===== src/rtl/i2s_dma_pkg.sv =====
// -----------------------------------------------------------------------------
// i2s_dma_pkg
// Shared types for the I2S DMA channel scheduler: the scheduler state
// encoding and the owner encoding used on dma_sel and inside the picker.
// No ports (package).
// -----------------------------------------------------------------------------
package i2s_dma_pkg;

    typedef enum logic [1:0] {
        ST_IDLE = 2'd0,
        ST_REQ  = 2'd1,
        ST_ACK  = 2'd2,
        ST_GAP  = 2'd3
    } state_e;

    // Owner encoding doubles as the bit index into the {capture, playback}
    // request vector, so req[owner] is the current owner's request.
    localparam logic OWNER_PLAYBACK = 1'b0;
    localparam logic OWNER_CAPTURE  = 1'b1;

endpackage


===== src/rtl/i2s_rr_pick.sv =====
// -----------------------------------------------------------------------------
// i2s_rr_pick
// Combinational 2-way picker choosing the next owner of the DMA channel.
// A lone requester always wins; on a tie capture wins when i_prio is set,
// otherwise the requester that did not own the channel last wins.
//
// Ports:
//   i_req[1:0]    bit 0 = playback request, bit 1 = capture request
//   i_last_owner  owner of the most recently released grant
//   i_prio        1 = capture wins ties, 0 = round-robin
//   o_valid       at least one requester is high
//   o_owner       chosen owner (OWNER_PLAYBACK / OWNER_CAPTURE)
// -----------------------------------------------------------------------------
module i2s_rr_pick
    import i2s_dma_pkg::*;
(
    input  logic [1:0] i_req,
    input  logic       i_last_owner,
    input  logic       i_prio,
    output logic       o_valid,
    output logic       o_owner
);

    // NOTE: every output of a combinational block gets a default before the
    // case so no path leaves it unassigned (which would infer a latch).
    always_comb begin
        o_valid = |i_req;
        o_owner = OWNER_PLAYBACK;
        case (i_req)
            2'b01:   o_owner = OWNER_PLAYBACK;
            2'b10:   o_owner = OWNER_CAPTURE;
            2'b11:   o_owner = i_prio ? OWNER_CAPTURE : ~i_last_owner;
            default: o_owner = OWNER_PLAYBACK;
        endcase
    end

endmodule


===== src/rtl/i2s_dma_scheduler.sv =====
// -----------------------------------------------------------------------------
// i2s_dma_scheduler
// Shares one HPS DMA handshake channel between the I2S playback and capture
// request lines. Grants bursts of up to BURST_LEN acknowledged beats, each
// beat being REQ (wait for dma_ack) -> ACK (one-cycle ack to the owner) ->
// GAP (dead cycle so the requester's registered req can settle). A watchdog
// abandons a grant that sees no dma_ack for TIMEOUT cycles and raises a
// sticky timeout_err.
//
// Ports:
//   i_clk                rising-edge clock
//   i_reset              synchronous active-high reset
//   i_enable             permits new grants; low ends the burst at next GAP
//   i_cfg_capture_prio   1 = capture wins ties, 0 = round-robin
//   i_err_clear          pulse clearing o_timeout_err (set wins)
//   i_playback_dma_req   playback requester
//   i_capture_dma_req    capture requester
//   o_playback_dma_ack   one-cycle ack to playback
//   o_capture_dma_ack    one-cycle ack to capture
//   o_dma_req            request to the HPS DMA channel
//   i_dma_ack            ack from the HPS DMA channel (used only in REQ)
//   o_dma_sel            current owner, 0 = playback, 1 = capture
//   o_busy               high outside IDLE
//   o_timeout_err        sticky watchdog flag
// All outputs decode registers only; no input reaches an output directly.
// -----------------------------------------------------------------------------
module i2s_dma_scheduler
    import i2s_dma_pkg::*;
#(
    parameter int unsigned BURST_LEN = 4,
    parameter int unsigned TIMEOUT   = 1024
) (
    input  logic i_clk,
    input  logic i_reset,
    input  logic i_enable,
    input  logic i_cfg_capture_prio,
    input  logic i_err_clear,
    input  logic i_playback_dma_req,
    input  logic i_capture_dma_req,
    output logic o_playback_dma_ack,
    output logic o_capture_dma_ack,
    output logic o_dma_req,
    input  logic i_dma_ack,
    output logic o_dma_sel,
    output logic o_busy,
    output logic o_timeout_err
);

    localparam int unsigned       WAIT_W    = $clog2(TIMEOUT);
    localparam logic [WAIT_W-1:0] WAIT_LAST = WAIT_W'(TIMEOUT - 1);
    localparam logic [7:0]        BEAT_LAST = 8'(BURST_LEN);

    state_e            r_state;
    logic              r_owner;
    logic              r_last_owner;
    logic [7:0]        r_beat_cnt;
    logic [WAIT_W-1:0] r_wait_cnt;
    logic              r_timeout_err;

    state_e            w_state_nxt;
    logic              w_owner_nxt;
    logic              w_last_owner_nxt;
    logic [7:0]        w_beat_cnt_nxt;
    logic [WAIT_W-1:0] w_wait_cnt_nxt;
    logic              w_err_set;

    logic [1:0]        w_req;
    logic              w_pick_valid;
    logic              w_pick_owner;
    logic              w_owner_req;

    assign w_req       = {i_capture_dma_req, i_playback_dma_req};
    assign w_owner_req = w_req[r_owner];

    i2s_rr_pick u_pick (
        .i_req        (w_req),
        .i_last_owner (r_last_owner),
        .i_prio       (i_cfg_capture_prio),
        .o_valid      (w_pick_valid),
        .o_owner      (w_pick_owner)
    );

    always_comb begin
        w_state_nxt      = r_state;
        w_owner_nxt      = r_owner;
        w_last_owner_nxt = r_last_owner;
        w_beat_cnt_nxt   = r_beat_cnt;
        w_wait_cnt_nxt   = r_wait_cnt;
        w_err_set        = 1'b0;

        case (r_state)
            ST_IDLE: begin
                if (i_enable && w_pick_valid) begin
                    w_owner_nxt    = w_pick_owner;
                    w_beat_cnt_nxt = '0;
                    w_wait_cnt_nxt = '0;
                    w_state_nxt    = ST_REQ;
                end
            end
            ST_REQ: begin
                // An ack on the expiry cycle wins over the watchdog.
                if (i_dma_ack) begin
                    w_state_nxt = ST_ACK;
                end else if (r_wait_cnt == WAIT_LAST) begin
                    w_err_set        = 1'b1;
                    w_last_owner_nxt = r_owner;
                    w_state_nxt      = ST_IDLE;
                end else begin
                    w_wait_cnt_nxt = r_wait_cnt + WAIT_W'(1);
                end
            end
            ST_ACK: begin
                w_beat_cnt_nxt = r_beat_cnt + 8'd1;
                w_state_nxt    = ST_GAP;
            end
            ST_GAP: begin
                if (r_beat_cnt == BEAT_LAST || !w_owner_req || !i_enable) begin
                    w_last_owner_nxt = r_owner;
                    w_state_nxt      = ST_IDLE;
                end else begin
                    w_wait_cnt_nxt = '0;
                    w_state_nxt    = ST_REQ;
                end
            end
            default: w_state_nxt = ST_IDLE;
        endcase
    end

    // NOTE: state registers use non-blocking assignments so every register
    // samples the pre-edge values of the others, matching real flip-flops.
    always_ff @(posedge i_clk) begin
        if (i_reset) begin
            r_state       <= ST_IDLE;
            r_owner       <= OWNER_PLAYBACK;
            r_last_owner  <= OWNER_CAPTURE;
            r_beat_cnt    <= '0;
            r_wait_cnt    <= '0;
            r_timeout_err <= 1'b0;
        end else begin
            r_state      <= w_state_nxt;
            r_owner      <= w_owner_nxt;
            r_last_owner <= w_last_owner_nxt;
            r_beat_cnt   <= w_beat_cnt_nxt;
            r_wait_cnt   <= w_wait_cnt_nxt;
            if (w_err_set) begin
                r_timeout_err <= 1'b1;
            end else if (i_err_clear) begin
                r_timeout_err <= 1'b0;
            end
        end
    end

    assign o_dma_req          = (r_state == ST_REQ);
    assign o_playback_dma_ack = (r_state == ST_ACK) && (r_owner == OWNER_PLAYBACK);
    assign o_capture_dma_ack  = (r_state == ST_ACK) && (r_owner == OWNER_CAPTURE);
    assign o_dma_sel          = r_owner;
    assign o_busy             = (r_state != ST_IDLE);
    assign o_timeout_err      = r_timeout_err;

endmodule


===== config.mk =====
export PLATFORM = sky130hd
export DESIGN_NAME = i2s_dma_scheduler
export DESIGN_NICKNAME = d
export VERILOG_FILES = /design/src/rtl/i2s_dma_pkg.sv /design/src/rtl/i2s_rr_pick.sv /design/src/rtl/i2s_dma_scheduler.sv
export SDC_FILE = /design/constraint.sdc
export NUM_CORES = 1
export LEC_CHECK = 0
export ABC_AREA = 1
export BUFFER_PORTS_ARGS = -buffer_cell sky130_fd_sc_hd__buf_2
export CORE_MARGIN = 2
export CORE_UTILIZATION = 52
export CTS_CLUSTER_DIAMETER = 40
export DETAILED_ROUTE_END_ITERATION = 10
export PLACE_DENSITY = 0.72
export SLEW_MARGIN = 20
export SYNTH_ARGS = -nofsm -noshare
export SYNTH_HDL_FRONTEND = slang
export SYNTH_HIERARCHICAL = 1
export SYNTH_SLANG_ARGS = --single-unit

===== constraint.sdc =====
create_clock -name i_clk -period 2.7 [get_ports i_clk]
set_input_delay 0.27 -clock i_clk [delete_from_list [all_inputs] [get_ports i_clk]]
set_output_delay 0.27 -clock i_clk [all_outputs]
set_load 0.005 [all_outputs]

Word level (Yosys, flattened, before mapping)
Index checks and enable logic that the tools add are counted.
W data, S select, Z words.

word-level totals
  flip-flop bits (word level) = 23
  bits of input ports = 8
  output and inout bits = 6
  word-level logic and storage cells = 69

cells by class
  $add $sub $neg = 2
  $lt $le $gt $ge = 1
  equality and inequality tests = 14
  mux-type cells = 25
  bitwise gates (word level) = 2
  reductions and logical operators = 19

operators with widths
  kind                     number
  $mux W10                 4
  $pmux W10 S3             1
  $pmux W8 S2              1
  $mux W1                  12
  $add A10 B1 Y10 const B  1
  $eq A10 B10 Y1 const B   1
  $ne A2 B2 Y1 const B     5
  $add A8 B1 Y8 const B    1
  $eq A2 B2 Y1 const B     4
  $eq A8 B3 Y1 const B     1
  $mux W8                  1
  $pmux W2 S4              1
  $reduce_bool A2 Y1       4
  $mux W2                  3
  $reduce_and A2 Y1        3
  $reduce_and A5 Y1        1
  $pmux W1 S2              2
  $reduce_and A4 Y1        1
  $logic_and A1 B1 Y1      3
  $ne A3 B1 Y1 const B     1
  $reduce_bool A3 Y1       1
  $eq A2 B1 Y1 const B     1
  $logic_not A1 Y1         2
  $logic_not A2 Y1         1
  5 further kinds          7

Longest topological paths before layout
Gate-level depths: netlist of the first run.

  depth in word-level cells = 7
  gate-level depth with buffers = 11
  gate-level depth less buffers = 11

By module
Netlist of the first run, hierarchy kept.

by module, submodules not included
  module             times used  cells an instance  area an instance (µm²)  seq. area each (µm²)
  i2s_dma_scheduler  1           217                1,377.6                 460.4
  i2s_rr_pick        1           9                  36.3                    0.0

Worst setup path after synthesis of the first run
No wires, ideal clock.

  path type = reg-to-reg
  start point = register r_wait_cnt[0]
  end point = register r_wait_cnt[2]
  library setup time = 0.067 ns
  arrival time = 1.365 ns
  required time = 2.633 ns
  slack = 1.268 ns
  stages on the path, launching flop included = 8
  path buffers = 0
  clock period less this slack = 1.432 ns
  path through = dfxtp_1 -> ha_1 -> nand3_2 -> nor2_4 -> nand4_4 -> nand3_4 -> nand2_1 -> a21oi_2

on the way
  longest elaborated chain between the ends = 4
  elaborated cells between the ends (all ways) = 7
  those cells by class = add/sub: 1; eq/ne: 2; mux: 3; reduce/logical: 1

RTL lines
  item                      RTL line                  text
  start: declaration        i2s_dma_scheduler.sv:57   logic [WAIT_W-1:0] r_wait_cnt;
  start signal: assignment  i2s_dma_scheduler.sv:144  r_wait_cnt <= w_wait_cnt_nxt;
  $add A10 B1 Y10           i2s_dma_scheduler.sv:109  w_wait_cnt_nxt = r_wait_cnt + WAIT_W'(1);
  $mux W10                  i2s_dma_scheduler.sv:104  end else if (r_wait_cnt == WAIT_LAST) begin
  $mux W10                  i2s_dma_scheduler.sv:102  if (i_dma_ack) begin
  $pmux W10 S3              i2s_dma_scheduler.sv:91   case (r_state)

Parallel ways exist; a longest one is shown, timed or not. The select of a mux whose other input is x is not followed.
A chain may end at the register's enable or synchronous reset.

Final worst setup path of the first run
  start point = register r_beat_cnt[0]
  end point = register r_wait_cnt[0]

on the way
  longest elaborated chain between the ends = 5

RTL lines
  item                                RTL line                  text
  start: declaration                  i2s_dma_scheduler.sv:56   logic [7:0] r_beat_cnt;
  start signal: assignment            i2s_dma_scheduler.sv:143  r_beat_cnt <= w_beat_cnt_nxt;
  $eq A8 B3 Y1                        i2s_dma_scheduler.sv:117  if (r_beat_cnt == BEAT_LAST || !w_owner_req || !i_enable) begin
  $logic_or A1 B1 Y1 (2 in a row)     i2s_dma_scheduler.sv:117
  $ne A2 B2 Y1 (no source line)       --
  $reduce_and A5 Y1 (no source line)  --

No other way between the ends.

==> metrics, run 1 <==
CTS tree built; Worst Path Max Fanout 9; post-synth net total about 240; critical path, cell by cell inv_1 > ha_1 > nand2_1 > nor2_1 > nand2_1 > nand2_1 > nand2_1 > nand3_4 > o21ai_0 > inv_1; post-layout worst setup margin between 1 and 1.5 ns; cell area power density about 420 nW/um^2; ratio of cells with drive above 1 in the final layout 0.108; post-detail-place hpwl between 2 and 2.5 mm; Cell variety after synth 24; # diodes 0; vias in the first global route around 1300; die footprint 3150 sq um; nets@finish 253; Yosys warning count 6; largest net degree at the start of global routing 18; count of state elements after synthesis 23; Via Count about 1400; die height 56.1 microns; gr ovfl total 0; setup slack after placement around 1.1 ns; CTS buffer count 3; I/O Buffers 13; slowest CP cell dfxtp_1; kind of critical path flop to flop; vias per cell 5.28; Max clock buf depth 2; P&R area growth vs syn 8.67%; CP peak stage delay around 0.4 ns; Worst Max-Slew Pin Slew around 0.35 ns; CP Buf/Inv Count 2; HP Class primary input to flop; Routed Antenna Nets 0; Setup TNS 0 ns; top achievable clock speed roughly 600 MHz; CP startpoint kind flop; DR pass1 iterations 4; CTS Hold Buffers Added 0; utilization after layout 0.609; die width 56.1 microns; most used cell, CP nand2_1; fillers 232; status complete, no violations; register area share after synthesis 0.326; clk_lat worst skew approximately 0.30 ns; Final Hold Fails 0; clk root buf clkbuf_4; initial antenna violation count 0; postcts setup bufs 0; CP Capture Type flop; Lkg Pwr roughly 0.68 nW; Final setup viols 0; clk_skew between 0.003 and 0.004 ns; Final Cycle Share 0.608; most frequent cells in the layout nand2_1, inv_1, nor2_1; final count of pins violating max slew 0; CTS resizes 0; IO Pins 14; synthesized area approximately 1400 sq um; CP arrival between 1.5 and 2 ns; post-layout minimum cycle time 1.64 ns; routed wire length per instance approximately 11 microns; unrepaired setup endpoints after global routing false; total wire length roughly 3.0 mm; CP Data Required Time 2.91 ns; Worst VDD drop between 300 and 400 uV; Initial Util 0.561; Final GP Congestion between 0.8 and 0.9; most common cell after layout, fill and taps aside nand2_1; clock sink total 23; DRT iter0 DRCs 47; Residual DRC 0; Core ar. between 2000 and 3000 sq um; Total GRT Usage 0.202; Worst slew margin 0.766; Avg Synthesized Cell Area 6.26 sq um; Top delay family on crit path simple AND/OR/NAND/NOR gates; first-pass GRT wire length 5.22 mm; Mapped Cells approximately 230; num rows 18; Max-Cap Viols 0; CTS H-Tree Depth 1; clk slew on worst S/H paths 0.13 ns
[registers in the layout, summed over array words and instances (netlist names), named ones only]
| register | cells |
|---|---|
| r_wait_cnt | 10 |
| r_beat_cnt | 8 |
| o_dma_sel | 1 |
| o_timeout_err | 1 |
| r_last_owner | 1 |
| r_state | 1 |
[worst min-delay path, stage by stage]
cell	delay [ns]
buf_2	0.07
inv_1	0.03
nand2_1	0.04
a21oi_1	0.06
[cells in the mapped netlist, drive strengths merged]
master | number | area, sq um
a21oi | 21 | 109
or2 | 1 | 6.26
xor2 | 1 | 8.76
nor3 | 5 | 25.0
nand3b | 1 | 7.51
o21bai | 2 | 15.0
nor3b | 1 | 7.51
o21ai | 6 | 30.0
nor2 | 28 | 123
clkbuf | 2 | 7.51
nand3 | 21 | 123
dfxtp | 23 | 460
nand2 | 67 | 254
nand4 | 8 | 65.1
inv | 36 | 135
ha | 3 | 37.5
[worst paths after layout]
kind                               from                         end  slack, ns  cells past startpoint
max          r_beat_cnt[0]$_SDFFE_PP0P_  r_wait_cnt[0]$_SDFFE_PP0P_       1.06                     10
min                         i_err_clear  o_timeout_err$_SDFFE_PP0P_       0.20                      4
max reg2reg  r_beat_cnt[0]$_SDFFE_PP0P_  r_wait_cnt[0]$_SDFFE_PP0P_       1.06                     10
min reg2reg  o_timeout_err$_SDFFE_PP0P_  o_timeout_err$_SDFFE_PP0P_       0.48                      2
[kinds of logic after synthesis]
group | after synthesis | synth area share
xor+xnor | 1 | 0.00620
simple gates | 132 | 0.432
compound gates | 29 | 0.109
buf+inv | 38 | 0.101
fa+ha+maj | 3 | 0.0266
flops | 23 | 0.326
[power breakdown]
group          switching, W  internal (W)
combinational     0.0000838     0.0000394
sequential        0.0000108      0.000349
clock              0.000100     0.0000551
total              0.000195      0.000443
[per-layer routing]
metal,routed length [microns],GRT usage,vias up
met1,1340,0.237,650
met3,117,0.0256,4
met4,31,0.0748,0
met5,0,0,-
met2,1540,0.370,26
li1,-,-,752
[stage by stage]
stage / hold slack, ns / cell area (sq um) / power [W] / cells
CTS: 0.192 / 1540 / 0.000649 / 271
global route: 0.238 / 1540 / 0.000686 / 271
floorplan: 0.429 / 1410 / 0.000455 / 226
finish: 0.204 / 1540 / 0.000638 / 271
detailed placement: 0.455 / 1510 / 0.000491 / 267
global placement: 0.440 / 1510 / 0.000487 / 267
[layout make-up]
class	instances	area, sq um	share of cell area
multi-input cells	165	811	0.528
clock inverters	1	5.00	0.00326
well taps	30	37.5	0.0244
flip-flops and latches	23	460	0.300
repair buffers	13	65.1	0.0423
inverters	36	135	0.0879
clock buffers	3	22.5	0.0147
No activity file was read; power rests on OpenSTA's default activity.
==> run 2, diff against run 1 <==
--- a/config.mk
+++ b/config.mk
@@ -11,7 +11,7 @@
 export CORE_UTILIZATION = 52
 export CTS_CLUSTER_DIAMETER = 40
 export DETAILED_ROUTE_END_ITERATION = 10
-export PLACE_DENSITY = 0.72
+export PLACE_DENSITY = 0.74
 export SLEW_MARGIN = 20
 export SYNTH_ARGS = -nofsm -noshare
 export SYNTH_HDL_FRONTEND = slang
==> constraint.sdc (replaced) <==
create_clock -name i_clk -period 1.41 [get_ports i_clk]
set_input_delay 0.141 -clock i_clk [delete_from_list [all_inputs] [get_ports i_clk]]
set_output_delay 0.141 -clock i_clk [all_outputs]
set_load 0.005 [all_outputs]
==> metrics, run 2 (synthesis results as in run 1) <==
status finished with violations (was complete, no violations); failing checks negative setup slack; CP Capture Type flop (unchanged); die footprint 3150 sq um (unchanged); gr ovfl total 0 (unchanged); num rows 18 (unchanged); cell area power density 732 nW/um^2 (was 416 nW/um^2); Post-DP Area 1640 sq um (was 1510 sq um); cell area after layout 1830 sq um (was 1540 sq um); CTS H-Tree Depth 1 (unchanged); post-detail-place hpwl 2.43 mm (was 2.42 mm); clk slew on worst S/H paths 0.14 ns (was 0.13 ns); Lkg Pwr 0.800 nW (was 0.675 nW); routed wire length per instance 11.7 microns (was 11.2 microns); Final setup viols 1 (was 0); ratio of cells with drive above 1 in the final layout 0.302 (was 0.108); HP Class primary input to flop (unchanged); Worst VDD drop 679 uV (was 317 uV); I/O Buffers 13 (unchanged); fillers 199 (was 232); largest net degree at the start of global routing 18 (unchanged); clock sink total 23 (unchanged); unrepaired setup endpoints after global routing true (was false); clk root buf clkbuf_4 (unchanged); CTS tree built (unchanged); utilization after layout 0.724 (was 0.609); Final GP Congestion 0.854 (was 0.881); first-pass GRT wire length 5.33 mm (was 5.22 mm); top achievable clock speed 704 MHz (was 609 MHz); DRT iter0 DRCs 74 (was 47); vias in the first global route 1265 (was 1295); max reg flops 10 (unchanged); nets@finish 274 (was 253); CTS buffer count 3 (unchanged); hold path start i_err_clear (unchanged); Worst Max-Slew Pin Slew 0.349 ns (was 0.348 ns); IO Pins 14 (unchanged); die width 56.1 microns (unchanged); Endpoint, Worst Hold o_timeout_err$_SDFFE_PP0P_ (unchanged); post-layout minimum cycle time 1.42 ns (was 1.64 ns); CP arrival 1.67 ns (was 1.85 ns); Final Hold Fails 0 (unchanged); total wire length 3.43 mm (was 3.02 mm); CP Data Required Time 1.66 ns (was 2.91 ns); # diodes 0 (unchanged); kind of critical path flop to flop (unchanged); P&R area growth vs syn 29.2% (was 8.67%); overall power 0.00134 W (was 0.000638 W); Top reg by flops r_wait_cnt (unchanged); clk_lat worst skew 0.31 ns (was 0.30 ns); r2r setup slk -0.01 ns (was 1.06 ns); Max clock buf depth 2 (unchanged); die height 56.1 microns (unchanged); Residual DRC 0 (unchanged); Total GRT Usage 0.210 (was 0.202); initial antenna violation count 0 (unchanged); Core ar. 2520 sq um (unchanged); Final Cycle Share 1.01 (was 0.608); R2R cell count 9 (was 10); most frequent cells in the layout nand2_1, inv_1, a21oi_1 (was nand2_1, inv_1, nor2_1); Setup TNS -0.0106 ns (was 0 ns); Via Count 1528 (was 1432); Worst Path Max Fanout 3 (was 9); Worst slew margin 0.767 (was 0.766); clk_skew 0.00875 ns (was 0.00335 ns); DR pass1 iterations 4 (unchanged); Initial Util 0.561 (unchanged); biggest regs r_wait_cnt: 10 flops, r_beat_cnt: 8 flops (unchanged); most common cell after layout, fill and taps aside nand2_1 (unchanged); Routed Antenna Nets 0 (unchanged); vias per cell 5.23 (was 5.28); final count of pins violating max slew 0 (unchanged); Worst R2R Start r_beat_cnt[0]$_SDFFE_PP0P_ (unchanged); setup slack after placement -0.0554 ns (was 1.10 ns); CP startpoint kind flop (unchanged); RR Endpoint r_wait_cnt[2]$_SDFFE_PP0P_ (was r_wait_cnt[0]$_SDFFE_PP0P_); Max-Cap Viols 0 (unchanged); post-layout worst setup margin -0.0106 ns (was 1.06 ns); Cells on Worst Hold Path 4 (unchanged)
run 2: changes by cell type in the layout (fill, tap and decap cells not counted), sizes merged:
cell,previous run,this run
buf,13,32
nand4,8,9
nand3,21,22
run 2: critical path: stages (launching register included):
cell and delay, ns:
dfxtp_2 0.36, inv_2 0.05, ha_4 0.14, nand2_2 0.06, nor2_2 0.04, nand2_2 0.08
nand2_4 0.07, a21oi_1 0.24, nand3_1 0.18, a21oi_2 0.14
run 2: layer usage:
layer  part of all wire  track usage
met5                  0            0
met4              0.013       0.0476
met1               0.49        0.298
met3              0.062       0.0395
met2               0.44        0.329
run 2: worst max-delay path by stage:
stage,cells past startpoint,to,slack (ns),start
floorplan,10,r_wait_cnt[0]$_SDFFE_PP0P_,0.009,r_beat_cnt[0]$_SDFFE_PP0P_
global placement,10,r_wait_cnt[0]$_SDFFE_PP0P_,-0.05,r_beat_cnt[0]$_SDFFE_PP0P_
detailed placement,12,r_wait_cnt[7]$_SDFFE_PP0P_,-0.06,r_beat_cnt[0]$_SDFFE_PP0P_
CTS,7,r_wait_cnt[7]$_SDFFE_PP0P_,0.004,flop
global route,9,r_wait_cnt[2]$_SDFFE_PP0P_,-0.09,r_beat_cnt[1]$_SDFFE_PP0P_
finish,9,r_wait_cnt[2]$_SDFFE_PP0P_,-0.01,r_beat_cnt[0]$_SDFFE_PP0P_
run 2: layout make-up:
class	count	area [sq um]	share of cell area
clock inverter	1	5.00	0.00274
clock buffer	3	22.5	0.0123
timing repair buffer	32	211	0.116
tap	30	37.5	0.0205
sequential	23	473	0.259
multi-input combinational	167	942	0.516
inverter	36	135	0.0740
run 2: power breakdown:
group | total [W] | internal [W] | switching, W | leakage, nW
Sequential | 0.000690 | 0.000670 | 0.0000196 | 0.190
Clock | 0.000314 | 0.000106 | 0.000208 | 0.0177
Combinational | 0.000334 | 0.000132 | 0.000201 | 0.593
run 2: timing repair:
| item | 4_1_cts | 5_1_grt |
|---|---|---|
| setup endpoints to repair | 11 | 19 |
| hold buffers | 0 | 0 |
| gates resized for setup | 8 | 33 |
| cloned | 0 | 2 |
| buffers inserted | 1 | 1 |
| pin swaps | 3 | 17 |
run 2: through the flow:
stage | hold slack [ns] | std cells
global route | 0.0985 | 292
detailed placement | 0.411 | 284
global placement | 0.406 | 284
CTS | 0.0754 | 289
finish | 0.0664 | 292
floorplan | 0.304 | 226
